`config.mk`:
```
export PLATFORM = sky130hd
export DESIGN_NAME = vram_wr_seq
export DESIGN_NICKNAME = d
export VERILOG_FILES = /design/src/rtl/vram_wr_seq_pkg.sv /design/src/rtl/vram_wr_seq_cmd_fifo.sv /design/src/rtl/vram_wr_seq.sv
export SDC_FILE = /design/constraint.sdc
export NUM_CORES = 1
export LEC_CHECK = 0
export CAP_MARGIN = 25
export CELL_PAD_IN_SITES_DETAIL_PLACEMENT = 2
export CELL_PAD_IN_SITES_GLOBAL_PLACEMENT = 2
export CORE_MARGIN = 1.5
export CORE_UTILIZATION = 45
export DETAILED_ROUTE_END_ITERATION = 8
export DONT_BUFFER_PORTS = 1
export PLACE_DENSITY_LB_ADDON = 0.1
export SLEW_MARGIN = 20
export SYNTH_ARGS = -nofsm -noshare
export SYNTH_HDL_FRONTEND = slang
export SYNTH_SLANG_ARGS = --single-unit
export TNS_END_PERCENT = 20
```
`constraint.sdc`:
```
create_clock -name NFSC_CK_i -period 5.85 [get_ports NFSC_CK_i]
set_input_delay 0.585 -clock NFSC_CK_i [delete_from_list [all_inputs] [get_ports NFSC_CK_i]]
set_output_delay 0.585 -clock NFSC_CK_i [all_outputs]
set_load 0.02 [all_outputs]
```
`src/rtl/vram_wr_seq_pkg.sv`:
```
// Shared constants for the VRAM write sequencer: command opcodes, control/status bit
// positions, sequencer state encodings and the layout of a queued command.
package vram_wr_seq_pkg;

    typedef enum logic [1:0] {
        OP_SETADR = 2'b00,
        OP_DATA   = 2'b01,
        OP_FILL   = 2'b10,
        OP_CTRL   = 2'b11
    } opcode_e;

    typedef enum logic [2:0] {
        ST_IDLE    = 3'd0,
        ST_POP     = 3'd1,
        ST_WRITE   = 3'd2,
        ST_FILL    = 3'd3,
        ST_WAIT_VB = 3'd4
    } state_e;

    localparam int CMD_TOG_BIT       = 15;
    localparam int CMD_OP_MSB        = 14;
    localparam int CMD_OP_LSB        = 13;
    localparam int CMD_PAY_W         = 10;

    localparam int CTRL_FLUSH_BIT    = 0;
    localparam int CTRL_GATE_VAL_BIT = 1;
    localparam int CTRL_GATE_LD_BIT  = 2;

    localparam int STS_ACK_BIT       = 15;
    localparam int STS_OVF_BIT       = 14;
    localparam int STS_BUSY_BIT      = 13;
    localparam int STS_GATE_BIT      = 12;
    localparam int STS_LVL_MSB       = 3;
    localparam int STS_LVL_LSB       = 0;

    typedef struct packed {
        opcode_e               op;
        logic [CMD_PAY_W-1:0]  pay;
    } fifo_entry_t;

endpackage

```
`src/rtl/vram_wr_seq_cmd_fifo.sv`:
```
// Synchronous command FIFO with occupancy level; a simultaneous push and pop always
// both succeed, so a full FIFO can still accept a command on a pop cycle.
module vram_cmd_fifo #(
    parameter int DEPTH = 8,
    parameter int WIDTH = 12
) (
    input  logic                       i_clk,
    input  logic                       i_rst_n,
    input  logic                       i_flush,
    input  logic                       i_push,
    input  logic                       i_pop,
    input  logic [WIDTH-1:0]           i_wdata,
    output logic [WIDTH-1:0]           o_rdata,
    output logic                       o_full,
    output logic                       o_empty,
    output logic [$clog2(DEPTH):0]     o_level
);
    localparam int AW = $clog2(DEPTH);
    localparam int LW = AW + 1;

    logic [WIDTH-1:0] r_mem [DEPTH];
    logic [AW-1:0]    r_wrPtr;
    logic [AW-1:0]    r_rdPtr;
    logic [LW-1:0]    r_level;
    logic             w_doPush;
    logic             w_doPop;

    assign o_full   = (r_level == LW'(DEPTH));
    assign o_empty  = (r_level == '0);
    assign o_level  = r_level;
    assign o_rdata  = r_mem[r_rdPtr];
    assign w_doPop  = i_pop && !o_empty;
    assign w_doPush = i_push && (!o_full || w_doPop);

    always_ff @(posedge i_clk or negedge i_rst_n) begin
        if (!i_rst_n) begin
            r_wrPtr <= '0;
            r_rdPtr <= '0;
            r_level <= '0;
        end else if (i_flush) begin
            r_wrPtr <= '0;
            r_rdPtr <= '0;
            r_level <= '0;
        end else begin
            if (w_doPush) r_wrPtr <= r_wrPtr + AW'(1);
            if (w_doPop)  r_rdPtr <= r_rdPtr + AW'(1);
            if (w_doPush && !w_doPop)      r_level <= r_level + LW'(1);
            else if (w_doPop && !w_doPush) r_level <= r_level - LW'(1);
        end
    end

    // Storage carries no reset; only the pointers define which entries are valid.
    always_ff @(posedge i_clk) begin
        if (w_doPush && !i_flush) r_mem[r_wrPtr] <= i_wdata;
    end

endmodule

```
`src/rtl/vram_wr_seq.sv`:
```
// VRAM write sequencer: decodes toggle-handshaked CPU commands, queues address/data/fill
// commands and writes them into VRAM, optionally only during vertical blank.
module vram_wr_seq
    import vram_wr_seq_pkg::*;
#(
    parameter int   C_FIFO_DEPTH  = 8,
    parameter logic C_VB_GATE_DEF = 1'b1
) (
    input  logic        NFSC_CK_i,
    input  logic        XSYS_R_i,
    input  logic [15:0] CMD_i,
    input  logic        XVD_i,
    output logic [9:0]  VRAM_WAs_o,
    output logic [7:0]  VRAM_WDs_o,
    output logic        VRAM_WE_o,
    output logic [15:0] STATUS_o
);
    localparam int LW = $clog2(C_FIFO_DEPTH) + 1;

    logic        r_tog;
    logic        r_push;
    fifo_entry_t r_pushEnt;
    logic        r_ovf;
    logic        r_gate;
    state_e      r_state;
    state_e      r_resume;
    logic [9:0]  r_addr;
    logic [7:0]  r_data;
    logic [9:0]  r_cnt;
    logic        r_we;
    logic [9:0]  r_wa;
    logic [7:0]  r_wd;

    opcode_e     w_cmdOp;
    logic        w_new;
    logic        w_ctrl;
    logic        w_flush;
    logic        w_pop;
    logic        w_drop;
    logic        w_full;
    logic        w_empty;
    logic [LW-1:0] w_level;
    logic [11:0] w_rdata;
    fifo_entry_t w_head;
    logic        w_permit;
    logic        w_busy;
    state_e      w_next;
    logic        w_doWrite;
    logic [4:0]  w_lvl5;
    logic [3:0]  w_lvl4;
    logic        w_unused;

    assign w_cmdOp  = opcode_e'(CMD_i[CMD_OP_MSB:CMD_OP_LSB]);
    assign w_new    = CMD_i[CMD_TOG_BIT] ^ r_tog;
    assign w_ctrl   = w_new && (w_cmdOp == OP_CTRL);
    assign w_flush  = w_ctrl && CMD_i[CTRL_FLUSH_BIT];
    assign w_pop    = (r_state == ST_POP) && !w_empty;
    assign w_drop   = r_push && w_full && !w_pop;
    assign w_head   = w_rdata;
    assign w_permit = !r_gate || !XVD_i;
    assign w_busy   = (r_state != ST_IDLE) || !w_empty;
    assign w_unused = ^CMD_i[12:10];

    vram_cmd_fifo #(
        .DEPTH (C_FIFO_DEPTH),
        .WIDTH ($bits(fifo_entry_t))
    ) u_fifo (
        .i_clk   (NFSC_CK_i),
        .i_rst_n (XSYS_R_i),
        .i_flush (w_flush),
        .i_push  (r_push),
        .i_pop   (w_pop),
        .i_wdata (r_pushEnt),
        .o_rdata (w_rdata),
        .o_full  (w_full),
        .o_empty (w_empty),
        .o_level (w_level)
    );

    // Command capture: CTRL acts at the detection edge, everything else is queued a cycle later.
    always_ff @(posedge NFSC_CK_i or negedge XSYS_R_i) begin
        if (!XSYS_R_i) begin
            r_tog     <= 1'b0;
            r_push    <= 1'b0;
            r_pushEnt <= '0;
            r_ovf     <= 1'b0;
            r_gate    <= C_VB_GATE_DEF;
        end else begin
            r_tog         <= CMD_i[CMD_TOG_BIT];
            r_push        <= w_new && !w_ctrl;
            r_pushEnt.op  <= w_cmdOp;
            r_pushEnt.pay <= CMD_i[CMD_PAY_W-1:0];
            if (w_flush)     r_ovf <= 1'b0;
            else if (w_drop) r_ovf <= 1'b1;
            if (w_ctrl && CMD_i[CTRL_GATE_LD_BIT]) r_gate <= CMD_i[CTRL_GATE_VAL_BIT];
        end
    end

    always_ff @(posedge NFSC_CK_i or negedge XSYS_R_i) begin
        if (!XSYS_R_i)    r_state <= ST_IDLE;
        else if (w_flush) r_state <= ST_IDLE;
        else              r_state <= w_next;
    end

    always_comb begin
        w_next    = r_state;
        w_doWrite = 1'b0;
        unique case (r_state)
            ST_IDLE: if (!w_empty) w_next = ST_POP;
            ST_POP: begin
                unique case (w_head.op)
                    OP_DATA: w_next = ST_WRITE;
                    OP_FILL: w_next = ST_FILL;
                    default: w_next = ST_IDLE;
                endcase
            end
            ST_WRITE: begin
                if (w_permit) begin
                    w_doWrite = 1'b1;
                    w_next    = ST_IDLE;
                end else begin
                    w_next    = ST_WAIT_VB;
                end
            end
            ST_FILL: begin
                if (w_permit) begin
                    w_doWrite = 1'b1;
                    if (r_cnt == '0) w_next = ST_IDLE;
                end else begin
                    w_next    = ST_WAIT_VB;
                end
            end
            ST_WAIT_VB: if (w_permit) w_next = r_resume;
            default: w_next = ST_IDLE;
        endcase
    end

    // Write datapath; r_cnt counts remaining fill writes beyond the current one.
    always_ff @(posedge NFSC_CK_i or negedge XSYS_R_i) begin
        if (!XSYS_R_i) begin
            r_addr   <= '0;
            r_data   <= '0;
            r_cnt    <= '0;
            r_resume <= ST_WRITE;
            r_we     <= 1'b0;
            r_wa     <= '0;
            r_wd     <= '0;
        end else begin
            r_we <= w_doWrite && !w_flush;
            if (!w_flush) begin
                if (w_doWrite) begin
                    r_wa   <= r_addr;
                    r_wd   <= r_data;
                    r_addr <= r_addr + 10'd1;
                end
                if (w_doWrite && (r_state == ST_FILL)) r_cnt <= r_cnt - 10'd1;
                if (r_state == ST_POP) begin
                    unique case (w_head.op)
                        OP_SETADR: r_addr <= w_head.pay;
                        OP_DATA:   r_data <= w_head.pay[7:0];
                        OP_FILL:   r_cnt  <= w_head.pay;
                        default:   ;
                    endcase
                end
                if ((w_next == ST_WAIT_VB) && (r_state != ST_WAIT_VB)) r_resume <= r_state;
            end
        end
    end

    assign VRAM_WE_o  = r_we;
    assign VRAM_WAs_o = r_wa;
    assign VRAM_WDs_o = r_wd;

    // Level saturates so a 16-deep FIFO still reports sensibly in four bits.
    assign w_lvl5 = 5'(w_level);
    assign w_lvl4 = w_lvl5[4] ? 4'hF : w_lvl5[3:0];

    always_comb begin
        STATUS_o                          = '0;
        STATUS_o[STS_ACK_BIT]             = r_tog;
        STATUS_o[STS_OVF_BIT]             = r_ovf;
        STATUS_o[STS_BUSY_BIT]            = w_busy;
        STATUS_o[STS_GATE_BIT]            = r_gate;
        STATUS_o[STS_LVL_MSB:STS_LVL_LSB] = w_lvl4;
    end

endmodule

```
==> summary.md, run 1 <==
The run finished with clean final reports. The slowest library cell on the worst path is sky130_fd_sc_hd__mux4_2. Setup repair after global routing left no endpoint under its margin. In this run the count of I/O pins placed on the die edge is 54. In this run the power spent charging and discharging nets is 1.62 mW. The average vias per placed instance works out to 5.72. The tools report the final weighted congestion in routability-driven placement as 0.777. In this run switching power makes up 37.2% of total power.

The tool flagged a number of max-cap violations equal to 0. The run gives 0 as the number of nets with antenna violations after routing. Power spread over the standard cell area amounts to 534 nW/µm².

The run gives 0 as the count of antenna diodes in the layout. Of all nets on the critical path, the largest fanout is 25. Across the VDD grid, the largest voltage drop is 0.000244 V. The count of nets after finishing was 533. For this run, the number of Yosys warnings is 0. The critical path is of the reg -> reg type. For this run, the leading register cell type out of synthesis is sky130_fd_sc_hd__edfxtp_1. The first detailed-routing pass ran for 4 iterations. The actual transition at the worst max-transition pin came out at 0.854 ns.

TritonCTS built the clock tree. The post-route clock skew was 0.0154 ns; the mean instance size in the synthesized netlist was 14.8 µm². The maximum cell stage delay along the critical path is 0.56 ns.

In this run the clock root is driven by a sky130_fd_sc_hd__clkbuf_16. The part of the Yosys area used for sequential elements is 66.5%. The first global-routing pass estimated 26.4 mm of wire. Effective utilization at floorplan: 46.0%.

Buffers placed on the I/O ports in this run total 0. Summing all flip-flop and latch instances after layout gives 4860 µm². The register bit total from synthesis works out to 175.

The worst hold path belongs to the class in -> async. In this run the static leakage power is 3.02 nW. In the post-synthesis netlist, the cell with the most instances is sky130_fd_sc_hd__edfxtp_1.

The number of placement rows came out at 46. Setup violations remaining at the end of the flow were counted as 0. The post-layout instance area came out at 8120 µm². Counting every sink on the clock net gives 175. The required time at the worst-slack endpoint came out at 6.13 ns. The total clock buffers created by CTS was 17; the worst-case clock buffer depth was 2. The cell area that synthesis handed to floorplanning was 7310 µm². The commonest cells after synthesis are sky130_fd_sc_hd__edfxtp_1, sky130_fd_sc_hd__dfrtp_1, sky130_fd_sc_hd__a21oi_1, sky130_fd_sc_hd__nand2_1, sky130_fd_sc_hd__nor2_1. Of the cells placed in the final design, the portion with a size suffix greater than 1 is 18.3%.

The number of antenna violations at the first check in global routing was 0; the DRC violation count after routing was 0. The iteration-0 DRC count of the detailed router came out at 225. From synthesis to final layout, the design area changed by 11.1%. The tools report the number of standard cells after synthesis as 494. The layout has 1473 filler cells. The total area inside the core boundary comes to 15900 µm². Floorplan die area: 17000 µm².

The internal portion of the total power is 2.72 mW. After synthesis, the share of flip-flops with an asynchronous set or reset is 45.1%. STA classifies the critical path startpoint as a flip-flop. The synthesized netlist contains 53 unique library cells.

Across all layers, the routed design uses 4179 vias. Summed over all layers, the global routing overflow is 0. The part of the power in combinational logic was 30.0%. The per-cell routed wire length is 23.0 µm, and the post-detailed-placement half-perimeter wirelength is 10.9 mm. The via count of the first global-routing pass was 4649. The total placed instance area was 7500 µm²; the clock-pin transition on the worst setup and hold timing paths was 0.08 ns.

The run gives 3.40 ns as the data arrival time at the worst-slack endpoint. In this run the post-CTS setup repair buffer count came out at 0. For the final routed database, the setup TNS stands at 0 ns. After layout, the worst path uses 53.3% of the clock period. The signal on the critical path passes through buf_4 > mux4_2 > mux2i_1 > ha_1 > nand2_1 > nor2_1 > a221oi_1. The logs give 42.9% for the headroom to the max-slew limit and 44.2% for the power share of the sequential group. After detailed placement, the design holds a cell count of 698. The final-report hold violation count was 0. Entering global routing, the biggest net connects 80 pins. The x dimension of the die came out at 130 µm. Global routing used 21.7% of the available tracks. The share of synthesized area in the top cell type comes to 39.4%. For this block, the routed nets add up to 16.8 mm of wire.

The synthesized design contains 96 enable-type register cells. In this run, post-CTS repair resized a total of 0 instances. For the number of max-slew violations in the final report, the log shows 0. The kind of end point of the critical path is a flip-flop. By area the synthesized netlist is led by sky130_fd_sc_hd__edfxtp_1, sky130_fd_sc_hd__dfrtp_1, sky130_fd_sc_hd__mux4_2.

The insertion delay of the later-clocked pin in the worst-skew pair is 0.44 ns, and the level count of the clock H-tree is 4. The clock network is responsible for 25.8% of the overall power. Timing would allow up to 321 MHz. The y dimension of the die came out at 130 µm. For the finished layout, the period the worst path requires is 3.12 ns.

The number of standard cells in the layout, taps in and fillers out came out at 731. The biggest area contributor in the post-synthesis netlist is sky130_fd_sc_hd__edfxtp_1. For the area occupied by multi-input gates, the log shows 2220 µm².
-- metrics by stage --
| step | hold slack, ns | setup WS, ns | utilization [%] | power, mW |
|---|---|---|---|---|
| after floorplan | 0.289 | 3.10 | - | 2.87 |
| after global placement | 0.292 | 2.74 | 47.2 | 3.15 |
| after detailed placement | 0.293 | 2.68 | 47.2 | 3.25 |
| after CTS | 0.0600 | 2.64 | 51.1 | 4.40 |
| after global routing | 0.0521 | 2.43 | 51.1 | 4.60 |
| final | 0.0222 | 2.73 | 51.1 | 4.34 |
-- metal layers --
layer	track usage [%]	part of all wire [%]	up-vias
met5	0	0	-
met4	6.08	1.3	0
met3	4.97	3.2	17
met2	37.6	52	63
met1	27.4	44	2232
li1	-	-	1867
-- worst max-delay path, delay by kind of cell (launching register included) --
family / cells / cell delay (ns)
compound gates: 1 / 0.16
fa+ha+maj: 1 / 0.25
buf+inv: 1 / 0.44
flops: 1 / 0.33
mux: 2 / 0.97
simple gates: 2 / 0.80
-- placed cells by master (no fill, tap or decap), types with 4 or more instances in the layout --
master                      netlist  layout
sky130_fd_sc_hd__mux2_2          18      18
sky130_fd_sc_hd__nand2b_1         5       5
sky130_fd_sc_hd__xnor2_1          4       4
sky130_fd_sc_hd__clkinv_8         0       4
sky130_fd_sc_hd__o21ai_0         25      25
sky130_fd_sc_hd__inv_1           15      15
sky130_fd_sc_hd__dfrtp_1         77      77
sky130_fd_sc_hd__clkbuf_16        0      17
sky130_fd_sc_hd__xor2_1           4       4
sky130_fd_sc_hd__edfxtp_1        96      96
sky130_fd_sc_hd__nor2_1          28      27
sky130_fd_sc_hd__inv_8            0       4
sky130_fd_sc_hd__nor3_1          10      10
sky130_fd_sc_hd__nand2_1         29      29
sky130_fd_sc_hd__mux4_2          24      24
sky130_fd_sc_hd__mux2i_1         11      11
sky130_fd_sc_hd__nor4_1           5       5
sky130_fd_sc_hd__ha_1            11      11
sky130_fd_sc_hd__and2_1           5       5
sky130_fd_sc_hd__nand4_1          5       5
sky130_fd_sc_hd__a21oi_1         29      29
sky130_fd_sc_hd__conb_1           1       8
sky130_fd_sc_hd__buf_4           13      12
sky130_fd_sc_hd__nand3_1         10      10
-- kinds of logic (layout without fill, tap and decap cells) --
family	Yosys count	in the layout	synth area share (%)
XOR/XNOR	8	8	0.958
multiplexers	56	56	12.1
adder cells (fa/ha/maj)	12	12	2.16
AO/OA/AOI/OAI	86	86	7.36
flip-flops	175	175	66.5
buffers and inverters	46	60	3.51
other	1	8	0.0513
AND/OR/NAND/NOR	110	110	7.32
-- what timing repair did --
| item | 4_1_cts | 5_1_grt |
|---|---|---|
| endpoints found under the hold margin | 79 | 0 |
| hold buffers | 1 | 0 |
| setup endpoints to repair | 0 | 0 |
-- state kept, by name, summed over array words and instances, names as in the netlist, 4 cells and up --
signal,flops
VRAM_WAs_o,10
r_data,8
r_cnt,10
VRAM_WDs_o,8
r_addr,10
u_fifo.o_level,4
r_pushEnt,12
u_fifo.r_mem,96
-- power by group through the flow --
stage	clock network, mW	registers (mW)	logic (mW)
detailed placement	0	1.95	1.30
finish	1.12	1.92	1.30
global placement	0	1.92	1.23
CTS	1.14	1.93	1.33
floorplan	0	1.86	1.01
global route	1.18	1.97	1.45
-- final cells by class --
cell class	count	share of cell area [%]
clock buffers	17	5.24
clock inverters	15	2.08
inverters	15	0.693
multi-input cells	280	27.3
flip-flops and latches	175	59.9
well taps	216	3.33
repair buffers	13	1.45
-- final timing paths --
| check | cells past startpoint | start | end | slack, ns |
|---|---|---|---|---|
| worst min register to register | 2 | r_data[0] | r_data[0] | 0.49 |
| worst min-delay path | 1 | XSYS_R_i | r_tog | 0.02 |
| worst max register to register | 7 | u_fifo.r_rdPtr[0] | r_addr[6] | 2.73 |
| min in group NFSC_CK_i | 0 | CMD_i[2] | r_pushEnt[2] | 0.16 |
| max in group asynchronous | 1 | XSYS_R_i | r_pushEnt[9] | 5.43 |
| worst max-delay path | 7 | u_fifo.r_rdPtr[0] | r_addr[6] | 2.73 |
Power figures use the tool's default switching activity.
==> run 2: changes to the inputs <==
Settings changed: CORE_UTILIZATION 45 to 41.
Clock period 5.85 ns to 2.75 ns, I/O delays scaled along.
==> summary.md, run 2 (synthesis results as in run 1) <==
Fraction of final layout cells sized beyond drive strength 1: 21.8% (+3.6 points). The signal on the critical path passes through or3b_4 > a31oi_4 > ha_2 > inv_1 > ha_1 > a21o_1 > a21oi_1 > xnor2_1 > or3_1 > a21oi_1. The run gives 0.15 ns (-2.58 ns) as the worst reg-to-reg setup slack. The leakage power summed over all cells was 3.19 nW (+5.6%). For the required time at the worst-slack endpoint, the log shows 3.11 ns (-3.02 ns). The maximum net fanout on the critical path was 3 (-88%).

The count of nets after finishing was 572 (+7.3%). The tools report the routed length on met1 as 7.87 mm (+7.4%). The setup-violating endpoint count in the final report is 0 (unchanged).

For the number of max-capacitance violations reported, the log shows 0 (unchanged). The pin count of the biggest net entering global routing came out at 80 (unchanged). The cell occurring most often along the worst timing path is sky130_fd_sc_hd__a21oi_1. The overflow left after global routing is 0 (unchanged), and the number of clock sinks seen by CTS is 175 (unchanged).

For the floorplan die area, the log shows 18600 µm² (+9.5%). Grouping stages by cell kind, the critical path spends the most delay in simple AND/OR/NAND/NOR gates. The core outline area is 17400 µm² (+9.3%), and the DRC violation count after routing is 0 (unchanged). The switching power as a share of total power is 36.0% (-1.2 points), and the via count of the first global-routing pass is 4744 (+2.0%). The root buffer cell is sky130_fd_sc_hd__clkbuf_16.

Count of antenna diodes in the layout: 0 (unchanged). By startpoint and endpoint, the worst setup path is classified as reg -> reg. The tools report the headroom to the max-slew limit as 54.9% (+12 points). The startpoint identified for the worst register-to-register timing path is r_state[1]. The largest registers in the layout are u_fifo.r_mem x96, r_pushEnt x12.

The start point of the worst min-delay path is CMD_i[15]. Compared with the post-synthesis result, the final layout area differs by 15.5%. The x dimension of the die is 137 µm (+4.7%). The post-route clock skew is 0.0131 ns (-0.00234 ns). The logs give 6.08 mW (+120%) for the design internal power and 17 (unchanged) for the total clock buffers created by CTS. Counting flops per register, the top entry is u_fifo.r_mem.

The run finished with clean final reports. The library cells used most frequently in the layout, excluding fill and tap cells, are sky130_fd_sc_hd__edfxtp_1, sky130_fd_sc_hd__dfrtp_1, sky130_fd_sc_hd__buf_4. The kind of end point of the critical path is a flip-flop.

The logs give 9.49 mW (+120%) for the sum of internal, switching and leakage power and 0 (unchanged) for the number of antenna violations at the first check in global routing. For the net switching power of the design, the log shows 3.42 mW (+110%). The clock period minus final worst setup slack was 2.60 ns (-0.518 ns); the all-layer global routing usage was 20.6% (-1.1 points). For the level count of the clock H-tree, the log shows 4 (unchanged). The depth of the worst hold-timing path is 2, and the post-layout instance area is 8440 µm² (+3.9%). The worst-case clock buffer depth is 2 (unchanged).

For the final-report hold violation count, the log shows 0 (unchanged). Cell count of the worst reg-to-reg path: 10 (+3). Number of max-slew violations in the final report: 0 (unchanged).

The clock-pin transition on the worst setup and hold timing paths was 0.07 ns (about the same); the per-cell routed wire length was 22.4 µm (-2.6%). For the highest attainable clock frequency, the log shows 384 MHz (+20%). The number of buffers added for setup after CTS is 0 (unchanged). The part of the power in combinational logic was 32.5% (+2.5 points); the final worst-path cycle share was 94.6% (+41 points). The logs give 0.764 (-1.6%) for the final weighted congestion in routability-driven placement and 7700 µm² (+2.7%) for the total placed instance area. TritonCTS built the clock tree. The via total after detailed routing came out at 4281 (+2.4%). Setup repair after global routing left no endpoint under its margin.

The average vias per placed instance was 5.50 (-3.9%). The commonest non-fill, non-tap cell in the layout was sky130_fd_sc_hd__edfxtp_1. Type of element launching the critical path: a flip-flop.

The total iterations of the first detailed-routing run was 4 (unchanged). The maximum cell stage delay along the critical path is 0.44 ns (-0.12 ns). Post-layout utilization of the core: 48.6% (-2.5 points).

The routed length on met2 is 8.62 mm (-1.3%). Kind of path behind the tightest hold check: in -> reg. The power per cell area works out to 1120 nW/µm² (+110%). The largest individual stage delay along the critical path comes from the cell sky130_fd_sc_hd__or3b_4.

The first-pass GRT wire length is 27.5 mm (+4.3%), and the number of nets with antenna violations after routing is 0 (unchanged). The actual transition at the worst max-transition pin is 0.675 ns (-0.179 ns). Routed signal wires occupy layers up through met4. Total of buffers placed on input and output ports: 0 (unchanged). The effective utilization at floorplan is 42.1% (-3.9 points). The total length of routed wires was 17.4 mm (+3.8%). The tools report the iteration-0 DRC count of the detailed router as 194 (-14%). The data arrival time at the worst-slack endpoint came out at 2.96 ns (-0.44 ns). The clock power share was 24.5% (-1.3 points).

For the count of pins on the block boundary, the log shows 54 (unchanged). The count of buffering cells on the critical path with inverters included was 1 (unchanged); the number of fill cells was 1663 (+13%). The cell depth of the worst setup path was 10 (+3); the number of flip-flops in the largest register was 96 (unchanged).

The length of routed met3 wiring was 434 µm (-19%); the y dimension of the die was 137 µm (+4.7%). Power share of the sequential group: 42.9% (-1.3 points). Highest ir drop seen on vdd: 0.000560 V (+130%).

The logs give 0 ns (unchanged) for the final-layout setup total negative slack and 0.44 ns (about the same) for the insertion delay of the later-clocked pin in the worst-skew pair. Number of placement rows: 48 (+4.3%). The critical path launch point was r_state[1].

Post-detailed-placement half-perimeter wirelength: 11.5 mm (+6.0%).
-- run 2: cell count changes in the layout (fill, tap and decap cells not counted), sizes merged --
cell	previous run	this run
clkbuf	17	19
clkinvlp	2	0
bufinv	0	1
clkinv	6	5
buf	13	38
dlygate4sd3	0	14
-- run 2: power groups by stage --
stage | Sequential (mW) | Combinational [mW] | Clock, mW
2_1_floorplan | 3.96 | 2.15 | 0
3_3_place_gp | 4.08 | 2.90 | 0
3_5_place_dp | 4.12 | 3.04 | 0
4_1_cts | 4.08 | 3.12 | 2.39
5_1_grt | 4.17 | 3.43 | 2.48
6_report | 4.08 | 3.09 | 2.33
-- run 2: final timing paths --
path                                endpoint
max reg2reg                u_fifo.o_level[3]
min                                   r_push
max                        u_fifo.o_level[3]
min in group asynchronous              r_ovf
min reg2reg                        r_data[4]
max in group asynchronous        r_resume[1]
-- run 2: repair_timing --
action                                  in CTS  in global routing
endpoints found under the setup margin       2                  3
resized for setup                            1                  5
endpoints found under the hold margin       94                  0
hold buffers                                15                  0
-- run 2: through the flow --
step,worst slack [ns],instances,hold slack [ns]
after floorplan,0.0608,501,-0.0206
after global placement,0.156,732,-0.0183
after detailed placement,-0.000303,732,-0.0178
after CTS,0.0450,779,0.0965
after global routing,0.00314,779,0.136
final,0.149,779,0.111
-- run 2: metal layers --
layer	global-route usage, %	up-vias
li1	-	1940
met1	26.3	2229
met2	33.9	82
met3	3.78	30
met4	9.93	0
met5	0	-
-- run 2: cell type report --
class                      count  area [µm²]  share of cell area (%)
sequential                   175        4860                    57.6
timing repair buffer          52         445                    5.28
inverter                      15        56.3                   0.667
clock buffer                  19         433                    5.13
tap                          225         282                    3.34
multi-input combinational    280        2240                    26.5
clock inverter                13         124                    1.47
-- run 2: worst register-to-register path: stages (launching register included) --
cell	delay, ns
sky130_fd_sc_hd__dfrtp_1	0.39
sky130_fd_sc_hd__or3b_4	0.44
sky130_fd_sc_hd__a31oi_4	0.20
sky130_fd_sc_hd__ha_2	0.24
sky130_fd_sc_hd__inv_1	0.07
sky130_fd_sc_hd__ha_1	0.27
sky130_fd_sc_hd__a21o_1	0.17
sky130_fd_sc_hd__a21oi_1	0.18
sky130_fd_sc_hd__xnor2_1	0.10
sky130_fd_sc_hd__or3_1	0.32
sky130_fd_sc_hd__a21oi_1	0.14
==> run 3: changes to the inputs <==
Settings changed: SLEW_MARGIN 20 to default.
==> results of run 3 <==
No change in the layout: final DEF, timing and power equal those of run 2.
